==> src/rtl/x7seg_pkg.sv <==
// Shared definitions for the 7-segment display path: the segment encoding
// of each hex digit (active-low, bit 6 = a ... bit 0 = g), the decoder
// state encoding and a nibble-mask helper.
package x7seg_pkg;

    localparam int unsigned NUM_DIGITS = 4;

    localparam logic [6:0] SEG_0 = 7'b0000001;
    localparam logic [6:0] SEG_1 = 7'b1001111;
    localparam logic [6:0] SEG_2 = 7'b0010010;
    localparam logic [6:0] SEG_3 = 7'b0000110;
    localparam logic [6:0] SEG_4 = 7'b1001100;
    localparam logic [6:0] SEG_5 = 7'b0100100;
    localparam logic [6:0] SEG_6 = 7'b0100000;
    localparam logic [6:0] SEG_7 = 7'b0001111;
    localparam logic [6:0] SEG_8 = 7'b0000000;
    localparam logic [6:0] SEG_9 = 7'b0000100;
    localparam logic [6:0] SEG_A = 7'b0001000;
    localparam logic [6:0] SEG_B = 7'b1100000;
    localparam logic [6:0] SEG_C = 7'b0110001;
    localparam logic [6:0] SEG_D = 7'b1000010;
    localparam logic [6:0] SEG_E = 7'b0110000;
    localparam logic [6:0] SEG_F = 7'b0111000;

    typedef enum logic [1:0] {
        WAIT_STABLE = 2'd0,
        SAMPLE      = 2'd1,
        HOLD        = 2'd2
    } state_t;

    // Expand a per-digit mask into a per-bit mask over the packed nibbles.
    function automatic logic [4*NUM_DIGITS-1:0] nibble_mask(input logic [NUM_DIGITS-1:0] mask);
        logic [4*NUM_DIGITS-1:0] m;
        m = {(4*NUM_DIGITS){1'b0}};
        for (int i = 0; i < NUM_DIGITS; i++) begin
            m[4*i +: 4] = {4{mask[i]}};
        end
        return m;
    endfunction

endpackage

==> src/rtl/seg_to_hex.sv <==
// Reverse lookup of an active-low segment pattern to its hex nibble.
// Patterns outside the shared table give nibble 0 with ok low.
module seg_to_hex
    import x7seg_pkg::*;
(
    input  logic [6:0] a_to_g,
    output logic [3:0] nibble,
    output logic       ok
);

    // Table lookup; unknown patterns fall through to the default.
    always_comb begin
        nibble = 4'h0;
        ok     = 1'b1;
        case (a_to_g)
            SEG_0:   nibble = 4'h0;
            SEG_1:   nibble = 4'h1;
            SEG_2:   nibble = 4'h2;
            SEG_3:   nibble = 4'h3;
            SEG_4:   nibble = 4'h4;
            SEG_5:   nibble = 4'h5;
            SEG_6:   nibble = 4'h6;
            SEG_7:   nibble = 4'h7;
            SEG_8:   nibble = 4'h8;
            SEG_9:   nibble = 4'h9;
            SEG_A:   nibble = 4'hA;
            SEG_B:   nibble = 4'hB;
            SEG_C:   nibble = 4'hC;
            SEG_D:   nibble = 4'hD;
            SEG_E:   nibble = 4'hE;
            SEG_F:   nibble = 4'hF;
            default: begin
                nibble = 4'h0;
                ok     = 1'b0;
            end
        endcase
    end

endmodule

==> src/rtl/x7seg_decode.sv <==
// Recovers the value shown on a multiplexed 7-segment display by watching
// its anode and segment lines. Each digit dwell is sampled once after the
// lines have been stable for STABLE_CYC cycles; once every digit in
// DIGIT_MASK has been seen the assembled value is published on x.
module x7seg_decode
    import x7seg_pkg::*;
#(
    parameter int unsigned              STABLE_CYC = 4,
    parameter int unsigned              TIMEOUT    = 65535,
    parameter logic [NUM_DIGITS-1:0]    DIGIT_MASK = 4'b0011
) (
    input  logic                        clk,
    input  logic                        clr,
    input  logic [6:0]                  a_to_g,
    input  logic [NUM_DIGITS-1:0]       an,
    output logic [4*NUM_DIGITS-1:0]     x,
    output logic                        valid,
    output logic                        err,
    output logic                        stale
);

    localparam int unsigned STAB_W = $clog2(STABLE_CYC + 1);
    localparam int unsigned TO_W   = $clog2(TIMEOUT + 1);
    localparam logic [STAB_W-1:0] STAB_MAX = STAB_W'(STABLE_CYC);
    localparam logic [STAB_W-1:0] STAB_ONE = STAB_W'(1);
    localparam logic [TO_W-1:0]   TO_MAX   = TO_W'(TIMEOUT);
    localparam logic [TO_W-1:0]   TO_LAST  = TO_W'(TIMEOUT - 1);
    localparam logic [TO_W-1:0]   TO_ONE   = TO_W'(1);
    localparam logic [4*NUM_DIGITS-1:0] X_MASK = nibble_mask(DIGIT_MASK);

    logic [NUM_DIGITS-1:0]   r_an_s1, r_an_s2, r_an_prev;
    logic [6:0]              r_seg_s1, r_seg_s2, r_seg_prev;
    logic [STAB_W-1:0]       r_stab_cnt;
    logic [TO_W-1:0]         r_to_cnt;
    state_t                  r_state;
    logic [1:0]              r_smp_dig;
    logic [6:0]              r_smp_seg;
    logic [4*NUM_DIGITS-1:0] r_slots;
    logic [NUM_DIGITS-1:0]   r_seen;
    logic                    r_ferr;
    logic [4*NUM_DIGITS-1:0] r_x;
    logic                    r_valid;
    logic                    r_err;
    logic                    r_stale;

    logic                    w_an_chg;
    logic                    w_chg;
    logic [STAB_W-1:0]       w_stab_next;
    logic [1:0]              w_digit;
    logic                    w_onehot;
    logic                    w_go;
    logic                    w_sample;
    logic                    w_complete;
    logic                    w_to_fire;
    logic [3:0]              w_nib;
    logic                    w_ok;
    logic [NUM_DIGITS-1:0]   w_seen_next;
    logic                    w_ferr_next;

    seg_to_hex u_seg_to_hex (
        .a_to_g (r_smp_seg),
        .nibble (w_nib),
        .ok     (w_ok)
    );

    // Two-flop synchronizers plus a third copy used only for change detection.
    always_ff @(posedge clk or negedge clr) begin
        if (!clr) begin
            r_an_s1    <= {NUM_DIGITS{1'b1}};
            r_an_s2    <= {NUM_DIGITS{1'b1}};
            r_an_prev  <= {NUM_DIGITS{1'b1}};
            r_seg_s1   <= 7'b1111111;
            r_seg_s2   <= 7'b1111111;
            r_seg_prev <= 7'b1111111;
        end else begin
            r_an_s1    <= an;
            r_an_s2    <= r_an_s1;
            r_an_prev  <= r_an_s2;
            r_seg_s1   <= a_to_g;
            r_seg_s2   <= r_seg_s1;
            r_seg_prev <= r_seg_s2;
        end
    end

    // Change detection and next stability count (restarts at 0, saturates).
    always_comb begin
        w_an_chg = (r_an_s2 != r_an_prev);
        w_chg    = w_an_chg || (r_seg_s2 != r_seg_prev);
        if (w_chg) begin
            w_stab_next = {STAB_W{1'b0}};
        end else if (r_stab_cnt == STAB_MAX) begin
            w_stab_next = STAB_MAX;
        end else begin
            w_stab_next = r_stab_cnt + STAB_ONE;
        end
    end

    // Stability counter register.
    always_ff @(posedge clk or negedge clr) begin
        if (!clr) begin
            r_stab_cnt <= {STAB_W{1'b0}};
        end else begin
            r_stab_cnt <= w_stab_next;
        end
    end

    // Which single digit is selected; blanking and multi-select are rejected.
    always_comb begin
        w_digit  = 2'd0;
        w_onehot = 1'b1;
        case (r_an_s2)
            4'b1110: w_digit = 2'd0;
            4'b1101: w_digit = 2'd1;
            4'b1011: w_digit = 2'd2;
            4'b0111: w_digit = 2'd3;
            default: begin
                w_digit  = 2'd0;
                w_onehot = 1'b0;
            end
        endcase
    end

    // The FSM leaves WAIT_STABLE on the same edge the counter reaches its limit.
    assign w_go       = (r_state == WAIT_STABLE) && (w_stab_next == STAB_MAX)
                        && w_onehot && DIGIT_MASK[w_digit];
    assign w_sample   = (r_state == SAMPLE);
    assign w_complete = ((r_seen & DIGIT_MASK) == DIGIT_MASK);
    assign w_to_fire  = !w_sample && (r_to_cnt == TO_LAST);

    // Dwell FSM: latch the stable digit, sample it once, hold until an moves.
    always_ff @(posedge clk or negedge clr) begin
        if (!clr) begin
            r_state   <= WAIT_STABLE;
            r_smp_dig <= 2'd0;
            r_smp_seg <= 7'b1111111;
        end else begin
            case (r_state)
                WAIT_STABLE: begin
                    if (w_go) begin
                        r_state   <= SAMPLE;
                        r_smp_dig <= w_digit;
                        r_smp_seg <= r_seg_s2;
                    end else begin
                        r_state   <= WAIT_STABLE;
                    end
                end
                SAMPLE:  r_state <= w_an_chg ? WAIT_STABLE : HOLD;
                HOLD:    r_state <= w_an_chg ? WAIT_STABLE : HOLD;
                default: r_state <= WAIT_STABLE;
            endcase
        end
    end

    // Frame bookkeeping: completion or timeout clears, a sample then adds its digit.
    always_comb begin
        w_seen_next = r_seen;
        w_ferr_next = r_ferr;
        if (w_complete || w_to_fire) begin
            w_seen_next = {NUM_DIGITS{1'b0}};
            w_ferr_next = 1'b0;
        end else begin
            w_seen_next = r_seen;
            w_ferr_next = r_ferr;
        end
        if (w_sample) begin
            w_seen_next[r_smp_dig] = 1'b1;
            w_ferr_next            = w_ferr_next | ~w_ok;
        end else begin
            w_seen_next = w_seen_next;
        end
    end

    // Digit slots, seen set and frame-error flag.
    always_ff @(posedge clk or negedge clr) begin
        if (!clr) begin
            r_slots <= {(4*NUM_DIGITS){1'b0}};
            r_seen  <= {NUM_DIGITS{1'b0}};
            r_ferr  <= 1'b0;
        end else begin
            if (w_sample) begin
                r_slots[{r_smp_dig, 2'b00} +: 4] <= w_nib;
            end else begin
                r_slots <= r_slots;
            end
            r_seen <= w_seen_next;
            r_ferr <= w_ferr_next;
        end
    end

    // Cycles since the last accepted digit, saturating at TIMEOUT.
    always_ff @(posedge clk or negedge clr) begin
        if (!clr) begin
            r_to_cnt <= {TO_W{1'b0}};
        end else if (w_sample) begin
            r_to_cnt <= {TO_W{1'b0}};
        end else if (r_to_cnt != TO_MAX) begin
            r_to_cnt <= r_to_cnt + TO_ONE;
        end else begin
            r_to_cnt <= r_to_cnt;
        end
    end

    // Published outputs; a completing frame takes priority over a timeout.
    always_ff @(posedge clk or negedge clr) begin
        if (!clr) begin
            r_x     <= {(4*NUM_DIGITS){1'b0}};
            r_valid <= 1'b0;
            r_err   <= 1'b0;
            r_stale <= 1'b0;
        end else if (w_complete) begin
            r_x     <= r_slots & X_MASK;
            r_valid <= 1'b1;
            r_err   <= r_ferr;
            r_stale <= 1'b0;
        end else if (w_to_fire) begin
            r_valid <= 1'b0;
            r_stale <= 1'b1;
        end else begin
            r_valid <= 1'b0;
        end
    end

    assign x     = r_x;
    assign valid = r_valid;
    assign err   = r_err;
    assign stale = r_stale;

endmodule

==> config.mk <==
export PLATFORM = sky130hd
export DESIGN_NAME = x7seg_decode
export DESIGN_NICKNAME = d
export VERILOG_FILES = /design/src/rtl/x7seg_pkg.sv /design/src/rtl/seg_to_hex.sv /design/src/rtl/x7seg_decode.sv
export SDC_FILE = /design/constraint.sdc
export NUM_CORES = 1
export LEC_CHECK = 0
export ABC_AREA = 1
export BUFFER_PORTS_ARGS = -buffer_cell sky130_fd_sc_hd__buf_2
export CAP_MARGIN = 15
export CELL_PAD_IN_SITES_DETAIL_PLACEMENT = 0
export CELL_PAD_IN_SITES_GLOBAL_PLACEMENT = 1
export CORE_UTILIZATION = 30
export DETAILED_ROUTE_END_ITERATION = 10
export GPL_TIMING_DRIVEN = 0
export PLACE_DENSITY_LB_ADDON = 0.1
export REMOVE_ABC_BUFFERS = 1
export SYNTH_ARGS = -nofsm -noshare
export SYNTH_HDL_FRONTEND = slang
export SYNTH_SLANG_ARGS = --single-unit
==> constraint.sdc <==
create_clock -name clk -period 4.1 [get_ports clk]
set_input_delay 0.82 -clock clk [delete_from_list [all_inputs] [get_ports clk]]
set_output_delay 0.82 -clock clk [all_outputs]
set_load 0.02 [all_outputs]
### Yosys cells after proc, flatten, opt, wreduce, memory -nomap -nowiden

Index checks and enable logic that the tools add are counted.

* bitwise operators: 3
* $add $sub $neg: 3
* muxes and demuxes: 23
* reductions and logical operators: 16
* shift-type cells: 2
* order comparisons: 3
* eq/ne operators: 28

Operators with widths (count)
* case mux 4 bit (15 select lines): 1
* == test 7 x 6 -> 1 bit (second input constant): 5
* 2-to-1 mux 16 bit: 2
* == test 7 bit (second input constant): 4
* adder 16 x 1 -> 16 bit (second input constant): 1
* bitwise mux 16 bit: 1
* == test 16 bit (second input constant): 1
* inequality test 16 bit (second input constant): 1
* OR reduction 16 bit: 1
* variable shift 4 x 6 -> 16 bit (first input constant): 1
* variable part select 4 x 6 -> 16 bit: 1
* == test 7 x 3 -> 1 bit (second input constant): 2
* == test 7 x 4 -> 1 bit (second input constant): 2
* == test 4 bit (second input constant): 3
* 2-to-1 mux 1 bit: 10
* 2-to-1 mux 4 bit: 2
* == test 7 x 1 -> 1 bit (second input constant): 1
* == test 7 x 5 -> 1 bit (second input constant): 1
* zero test 7 bit: 1
* inequality test 7 bit: 1
* == test 3 bit (second input constant): 2
* less-than comparator 2 x 3 -> 1 bit (second input constant): 2
* 2-to-1 mux 3 bit: 2
* negation 4 -> 6 bit: 1
* other kinds (22): 29

* flip-flop bits (word level): 95
* word-level logic and storage cells: 96

### Depth between registers and ports, before layout

Gate-level depths: netlist of the first run.

* word-level depth: 9
* mapped depth: 9
* gate-level depth less buffers: 9

### Hierarchy

Synthesis of the first run repeated with hierarchy kept, for this count alone.

* cell total of the unflattened synthesis: 461
* area, all modules: 4184.0 µm²

By module, submodules not included
* x7seg_decode: sequential area each 2177.1 µm², area an instance 3822.4 µm², instances 1, cells each 379
* seg_to_hex: sequential area each 0.0 µm², area an instance 361.6 µm², instances 1, cells each 82

### Worst setup path after synthesis of the first run

No wires, ideal clock.

* kind: register -> register
* start: register r_stab_cnt[0]
* end: register r_smp_dig[0]
* library setup time: 118 ps
* arrival time: 1462 ps
* stages on the path, launching flop included: 9
* setup slack: 2520 ps
* path buffers: 0
* cells stage by stage: dfrtp_1 inv_1 ha_1 nor3_4 nand2_1 nor2_4 nand4_4 nand2_1 nand2_1

* word-level cells in the longest chain between the ends: 8

Ends and longest elaborated chain
* from (decl): RTL line x7seg_decode.sv:33 `logic [STAB_W-1:0] r_stab_cnt;`
* from (signal assigned): RTL line x7seg_decode.sv:101 `r_stab_cnt <= {STAB_W{1'b0}};`
* from (signal assigned): RTL line x7seg_decode.sv:103 `r_stab_cnt <= w_stab_next;`
* adder 3 x 1 -> 3 bit / == test 3 bit (equally long branches): RTL line x7seg_decode.sv:94, x7seg_decode.sv:91
* 2-to-1 mux 3 bit (*): RTL line x7seg_decode.sv:91 `end else if (r_stab_cnt == STAB_MAX) begin`
* 2-to-1 mux 3 bit (*): RTL line x7seg_decode.sv:89 `if (w_chg) begin`
* == test 3 bit (*): RTL line x7seg_decode.sv:124 `assign w_go = (r_state == WAIT_STABLE) && (w_stab_next == STAB_MAX)`
* logical AND 1 bit (*): RTL line x7seg_decode.sv:124
* logical AND 1 bit (*) (2 in a row): RTL line x7seg_decode.sv:125 `&& w_onehot && DIGIT_MASK[w_digit];`
* AND reduction 2 bit (no source line) (*)
* to (signal assigned): RTL line x7seg_decode.sv:141 `r_smp_dig <= w_digit;`
* to (decl): RTL line x7seg_decode.sv:36 `logic [1:0] r_smp_dig;`

Mark *: on every way between the ends. The rest lies on a longest branch, timed or not.
A chain may end at the register's enable or synchronous reset.

### Worst setup path after layout of the first run

* start: register r_state[0]
* end: register r_seen[0]

* word-level cells in the longest chain between the ends: 7

Ends and longest elaborated chain
* from (decl): RTL line x7seg_decode.sv:35 `state_t r_state;`
* from (signal assigned): RTL line x7seg_decode.sv:147 `SAMPLE: r_state <= w_an_chg ? WAIT_STABLE : HOLD;`
* from (signal assigned): RTL line x7seg_decode.sv:148 `HOLD: r_state <= w_an_chg ? WAIT_STABLE : HOLD;`
* == test 2 x 1 -> 1 bit (*): RTL line x7seg_decode.sv:126 `assign w_sample = (r_state == SAMPLE);`
* zero test 1 bit: RTL line x7seg_decode.sv:128 `assign w_to_fire = !w_sample && (r_to_cnt == TO_LAST);`
* logical AND 1 bit: RTL line x7seg_decode.sv:128
* logical OR 1 bit: RTL line x7seg_decode.sv:158 `if (w_complete || w_to_fire) begin`
* 2-to-1 mux 4 bit: RTL line x7seg_decode.sv:158
* OR 4 bit (no source line)
* 2-to-1 mux 4 bit (*): RTL line x7seg_decode.sv:165 `if (w_sample) begin`
* via w_seen_next[0]: RTL line x7seg_decode.sv:57 `logic [NUM_DIGITS-1:0] w_seen_next;`
* to (signal assigned): RTL line x7seg_decode.sv:177 `r_seen <= {NUM_DIGITS{1'b0}};`
* to (signal assigned): RTL line x7seg_decode.sv:185 `r_seen <= w_seen_next;`
* to (decl): RTL line x7seg_decode.sv:39 `logic [NUM_DIGITS-1:0] r_seen;`

The timed path passes the listed nets; every way through them passes the cells marked *.

==> impl_results.md, run 1 <==
* Status: completed
* Mapped Area at 0.00396 mm2
* Dominant cells by area after synthesis: dfrtp_1 28%, dfstp_2 27%, nand2_1 13%
* Worst r2r src: r_state[0]$_DFF_PN0_
* Worst-Margin Slew at 0.595 ns
* Power per cell area at 374 mW/mm2
* Setup WS post-layout at 2.12 ns
* Final Cycle Share at 48.3%
* CTS tree: built
* Via count of the first global-routing pass at 2730
* Total negative slack at 0 ns
* Sequential power share at 51.9%
* Yosys Warn Count at 0
* Num CTS Buffers at 9
* Worst-path clk slew at 0.06 ns
* Cell family with most CP delay: simple AND/OR/NAND/NOR gates
* Post-synth top area share at 28.4%
* Slew Viols, Final at 0
* Ports at 32
* Crit path kind: reg2reg
* Final WL at 7290 um
* Mapped Cells at 437
* Sw power at 370 uW
* Core area at 0.0128 mm2
* Max_slew headroom at 60.3%
* Setup Slack @ Placement at 2.05 ns
* DRC viols at 0
* Critical path arrival at 2.18 ns
* Width of the die at 117 um
* Syn avg cell area at 9.07 um2
* Rows at 41
* Area grow syn2layout at 14.7%
* Worst path bufs/invs at 1
* Min Tclk post-route at 1.98 ns
* GRT Residual Overflow at 0
* Clock power frac at 44.9%
* Clk_skew at 0.00411 ns
* Synth cell types at 39
* H-tree levels at 3
* Dominant cell type by area after synthesis: dfrtp_1
* Sw Ratio at 21.8%
* Flops & latches, synth at 85
* Min-Delay Startpoint: r_an_s1[2]$_DFF_PN1_
* Critical Path Fanout Max at 17
* CP Launch Type: flip-flop
* Final GP Congestion at 0.763
* Final std cells w/o fill at 644
* Clk buf depth at 2
* Max-cap violations at 0
* Hold WC Path Type: reg2reg
* Antenna cells at 0
* LEAKAGE at 2.32 nW
* Internal cell power at 1.33 mW
* Worst path slowest cell: inv_1
* Most frequent cells in the layout: 136 x nand2_1, 45 x dfrtp_1, 42 x inv_1
* Critical Path Start: r_state[0]$_DFF_PN0_
* Final Hold Viols at 0
* Routed WL per cell at 11.3 um
* Fmax at 505 MHz
* Pwr Total at 1.70 mW
* GRT Total Usage at 12.4%
* First-pass GRT wire length at 12900 um
* Initial antenna violation count at 0
* Ratio of cells with drive above 1 in the final layout at 21.6%
* Combinational share of power at 3.2%
* Root buf cell: clkbuf_16
* Setup crit end kind: flip-flop
* Detailed-route via count at 2750
* Port Buffer Count at 23
* Vias/cell at 4.27
* Placed insts at 628
* Final HPWL DP at 5290 um
* Maximum VDD drop at 0.185 mV
* Antenna-violating nets left at 0
* Pin count of the biggest net entering global routing at 49
* Fraction of registers with async set/reset at 100%
* Die height at 117 um
* Starting density of the core at 31.0%
* RSZ-0062 raised after global routing: false
* Setup violators final at 0
* Clock tree sinks at 85
* Max stage delay on crit path at 0.50 ns
* Post-synthesis sequential area ratio at 54.9%
* 1st-iter DRT viols at 106
* Post-synth EDFFs at 0
* Worst Path Required at 4.30 ns
* Layout net count at 491
* DR pass1 iterations at 4
* Crit-path cells: ha_1, inv_1, nand4_1, or2_1, nand3_1, o21ai_1
* Commonest non-fill, non-tap cell in the layout: nand2_1
* Cts repair resizes at 0
* Clock Latency Late Sink at 0.33 ns
* Post-CTS setup buffers at 0
* Die area at 0.0137 mm2
* Hold buffer count at cts at 0
* Top_reg_cell synth: dfrtp_1
## Yosys cell counts, drive strengths merged (3+ instances only)
cell / n
buf: 9
nand4: 16
o21ai: 10
clkbuf: 3
xnor2: 6
a21oi: 7
dfrtp: 45
or2: 4
nand3: 34
and3: 4
inv: 43
nand2: 141
ha: 11
nor2: 40
xor2: 3
dfstp: 40
nor3: 6
## logic make-up after synthesis
kind of cell	after synthesis	share of synthesized area (%)
xor+xnor	9	1.99
simple gates	248	28.9
flops	85	54.9
other cells	1	0.0946
compound gates	28	4.42
buf+inv	55	6.16
fa+ha+maj	11	3.47
## cell type report
type,count,area (um2)
fill,1336,8230
sequential,85,2180
multi-input combinational,304,1570
clock buffer,12,256
tap,172,215
inverter,43,161
timing repair buffer,24,145
clock inverter,4,21.3
## sequential cells by signal (all words and copies together), names as in the netlist, 7 cells and up
register and cells:
r_seg_prev 7, r_seg_s1 7, x 8, r_smp_seg 7
r_slots 8, r_seg_s2 7, r_to_cnt 16
## routing by layer
metal  vias to the layer above  share of wire, %  global-route usage [%]
li1                       1448                 -                       -
met1                      1257                51                    15.8
met2                        36                45                    19.9
met3                         9               2.7                    2.83
met4                         0               1.7                    6.33
met5                         -                 0                       0
## through the flow
step                util [%]  hold WS [ns]  instance area, um2
floorplan                  -         0.345                3910
detailed placement      33.4         0.347                4270
CTS                     35.6         0.356                4540
finish                  35.6         0.355                4540
global route            35.6         0.357                4540
global placement        33.2         0.346                4240
## power by group through the flow
stage / clock (mW) / sequential (mW) / combinational [mW]
6_report: 0.762 / 0.881 / 0.0548
5_1_grt: 0.827 / 0.883 / 0.0639
4_1_cts: 0.794 / 0.881 / 0.0574
3_5_place_dp: 0 / 0.895 / 0.0573
3_3_place_gp: 0 / 0.894 / 0.0531
2_1_floorplan: 0 / 0.892 / 0.0276
## path summary, 6_finish.rpt
| check | endpoint | slack (ns) | cells after the start |
|---|---|---|---|
| worst min register to register | r_an_s2[2]$_DFF_PN1_ | 0.35 | 0 |
| worst max register to register | r_seen[0]$_DFF_PN0_ | 2.12 | 6 |
| worst min-delay path | r_an_s2[2]$_DFF_PN1_ | 0.35 | 0 |
| min in group asynchronous | r_to_cnt[9]$_DFFE_PN0P_ | 0.44 | 1 |
| worst max-delay path | r_seen[0]$_DFF_PN0_ | 2.12 | 6 |
| max in group asynchronous | r_smp_seg[5]$_DFFE_PN1P_ | 2.99 | 2 |
(Power assumes the default switching activity.)
==> run 2, diff against run 1 <==
- ABC_AREA: 1 -> 0
- clock period: 4.1 -> 1.9 ns (I/O delays scaled with it)
==> impl_results.md, run 2 <==
* DR pass1 iterations at 6
* Critical Path Start: r_an_s2[1]$_DFF_PN1_
* Layout net count at 362
* Power per cell area at 842 mW/mm2
* Most frequent cells in the layout: 45 x dfrtp_1, 40 x dfstp_2, 26 x nor2_1
* Area grow syn2layout at 19.1%
* First-pass GRT wire length at 11600 um
* Max FFs per register at 16
* Final HPWL DP at 4210 um
* DRC viols at 0
* Pin count of the biggest net entering global routing at 51
* Sequential Area at 0.00218 mm2
* Worst-path clk slew at 0.07 ns
* Max-cap violations at 0
* Status: complete, but fails checks
* Multi-input logic area at 0.00151 mm2
* Num CTS Buffers at 9
* RSZ-0062 raised after global routing: true
* Final Hold Viols at 6
* R2R Path End: r_smp_seg[0]$_DFFE_PN1P_
* Final GP Congestion at 0.728
* Worst Path Required at 2.17 ns
* Antenna-violating nets left at 0
* Fill cells at 1192
* Most numerous cell in the Yosys netlist: dfrtp_1
* Slew Viols, Final at 0
* Post-synthesis sequential area ratio at 58.5%
* Worst path slowest cell: or4_4
* Utilization after layout at 36.7%
* Total negative slack at -1.94 ns
* Crit path to: r_smp_seg[0]$_DFFE_PN1P_
* Setup violators final at 10
* Placed insts at 487
* Final Cycle Share at 113%
* Hold WC Path Type: in2async
* 1st-iter DRT viols at 90
* Worst-Margin Slew at 0.523 ns
* Maximum VDD drop at 0.384 mV
* Final std cells w/o fill at 511
* R2R Setup Slk at -0.25 ns
* Fraction of registers with async set/reset at 100%
* Synth cell types at 52
* Clock tree sinks at 85
* Dominant cell type by area after synthesis: dfrtp_1
* Most frequent cells after synthesis: 45 x dfrtp_1, 40 x dfstp_2, 28 x nor2_1, 17 x nand2_1, 17 x xor2_1
* Clk_skew at 0.00687 ns
* Clock Latency Late Sink at 0.34 ns
* Vias/cell at 4.43
* Min Tclk post-route at 2.15 ns
* LEAKAGE at 1.99 nW
* Root buf cell: clkbuf_16
* Setup WS post-layout at -0.252 ns
* CTS tree: built
* GRT Total Usage at 11.9%
* Initial antenna violation count at 0
* Width of the die at 113 um
* Ratio of cells with drive above 1 in the final layout at 35.0%
* Max stage delay on crit path at 0.64 ns
* CP Launch Type: flip-flop
* Detailed-route via count at 2265
* Yosys Warn Count at 0
* Core area at 0.0121 mm2
* Reg2reg path depth at 5
* GRT Residual Overflow at 0
* Ports at 32
* Post-synth top area share at 30.3%
* Post-synth EDFFs at 0
* Max_slew headroom at 65.0%
* Crit path kind: reg2reg
* Flops & latches, synth at 85
* Dominant cells by area after synthesis: dfrtp_1 30%, dfstp_2 28%, xor2_1 4.0%
* Fmax at 465 MHz
* Die height at 113 um
* Worst r2r src: r_an_s2[1]$_DFF_PN1_
* Final WL at 6730 um
* Rows at 40
* Failing checks: negative hold slack, negative setup slack
* Routed WL per cell at 13.2 um
* Top_reg_cell synth: dfrtp_1
* Starting density of the core at 30.9%
* Via count of the first global-routing pass at 2282
* Antenna cells at 0
* Fin Hold WS at -0.00931 ns
* Syn avg cell area at 12.1 um2
* Largest Register: r_to_cnt
* Clk buf depth at 2
* Setup crit end kind: flip-flop
* Die area at 0.0129 mm2
* Commonest non-fill, non-tap cell in the layout: dfrtp_1
* Mapped Cells at 307
* Critical Path Fanout Max at 5
* Port Buffer Count at 23
* Mapped Area at 0.00372 mm2
* H-tree levels at 3
* Critical path arrival at 2.42 ns
* Crit-path cells: xor2_1, nor4_2, nand3_2, or4_4, mux2_4
-- run 2: timing repair --
action                     4_1_cts  5_1_grt
buffers inserted                 4        3
resized for setup                9        6
gates cloned                     1        0
setup endpoints to repair       29       20
pin swaps                        6        7
hold buffers                     0        0
-- run 2: report_power, final --
part	switching [mW]	internal, mW
Clock	0.777	0.946
Combinational	0.0749	0.0384
Sequential	0.0196	1.87
Total	0.872	2.86
-- run 2: layout make-up --
type                            count  area share [%]
Clock inverter                      6            1.19
Clock buffer                       10            5.39
Timing Repair Buffer               31            4.46
Tap cell                          168            4.74
Sequential cell                    85            49.1
Inverter                           12            1.02
Multi-Input combinational cell    199            34.1
-- run 2: layer usage --
layer / vias to the layer above / global-route usage, % / routed length, um
li1: 1126 / - / -
met1: 1084 / 16.6 / 3510
met2: 43 / 16.9 / 2830
met3: 12 / 2.55 / 221
met4: 0 / 7.37 / 164
met5: - / 0 / 0
-- run 2: kinds of logic after synthesis --
| family | after synthesis | share of synthesized area, % |
|---|---|---|
| xor+xnor | 27 | 6.35 |
| buf+inv | 31 | 4.13 |
| flops | 85 | 58.5 |
| mux | 17 | 5.82 |
| fa+ha+maj | 11 | 3.70 |
| simple gates | 94 | 13.4 |
| compound gates | 41 | 8.03 |
| other cells | 1 | 0.101 |
-- run 2: stage by stage --
step | power (mW) | setup slack (ns) | instance area [um2]
after global routing | 3.90 | -0.355 | 4430
after CTS | 3.80 | -0.297 | 4370
final | 3.73 | -0.252 | 4430
after detailed placement | 2.03 | -0.713 | 4000
after global placement | 2.02 | -0.679 | 3970
after floorplan | 1.96 | -0.205 | 3640
-- run 2: worst min-delay path by stage --
stage | startpoint | slack, ns | to
after floorplan | clr | 0.08 | err$_DFFE_PN0P_
after global placement | r_seg_s1[0]$_DFF_PN1_ | 0.35 | r_seg_s2[0]$_DFF_PN1_
after detailed placement | r_seg_s1[4]$_DFF_PN1_ | 0.35 | r_seg_s2[4]$_DFF_PN1_
after CTS | clr | 0.006 | valid$_DFF_PN0_
after global routing | clr | 0.02 | valid$_DFF_PN0_
final | clr | -0.009 | valid$_DFF_PN0_
-- run 2: critical path, delay by kind of cell, from the launching register on --
family / cells / cell delay, ns
XOR/XNOR: 1 / 0.07
flip-flops: 1 / 0.54
multiplexers: 1 / 0.32
AND/OR/NAND/NOR: 3 / 1.16
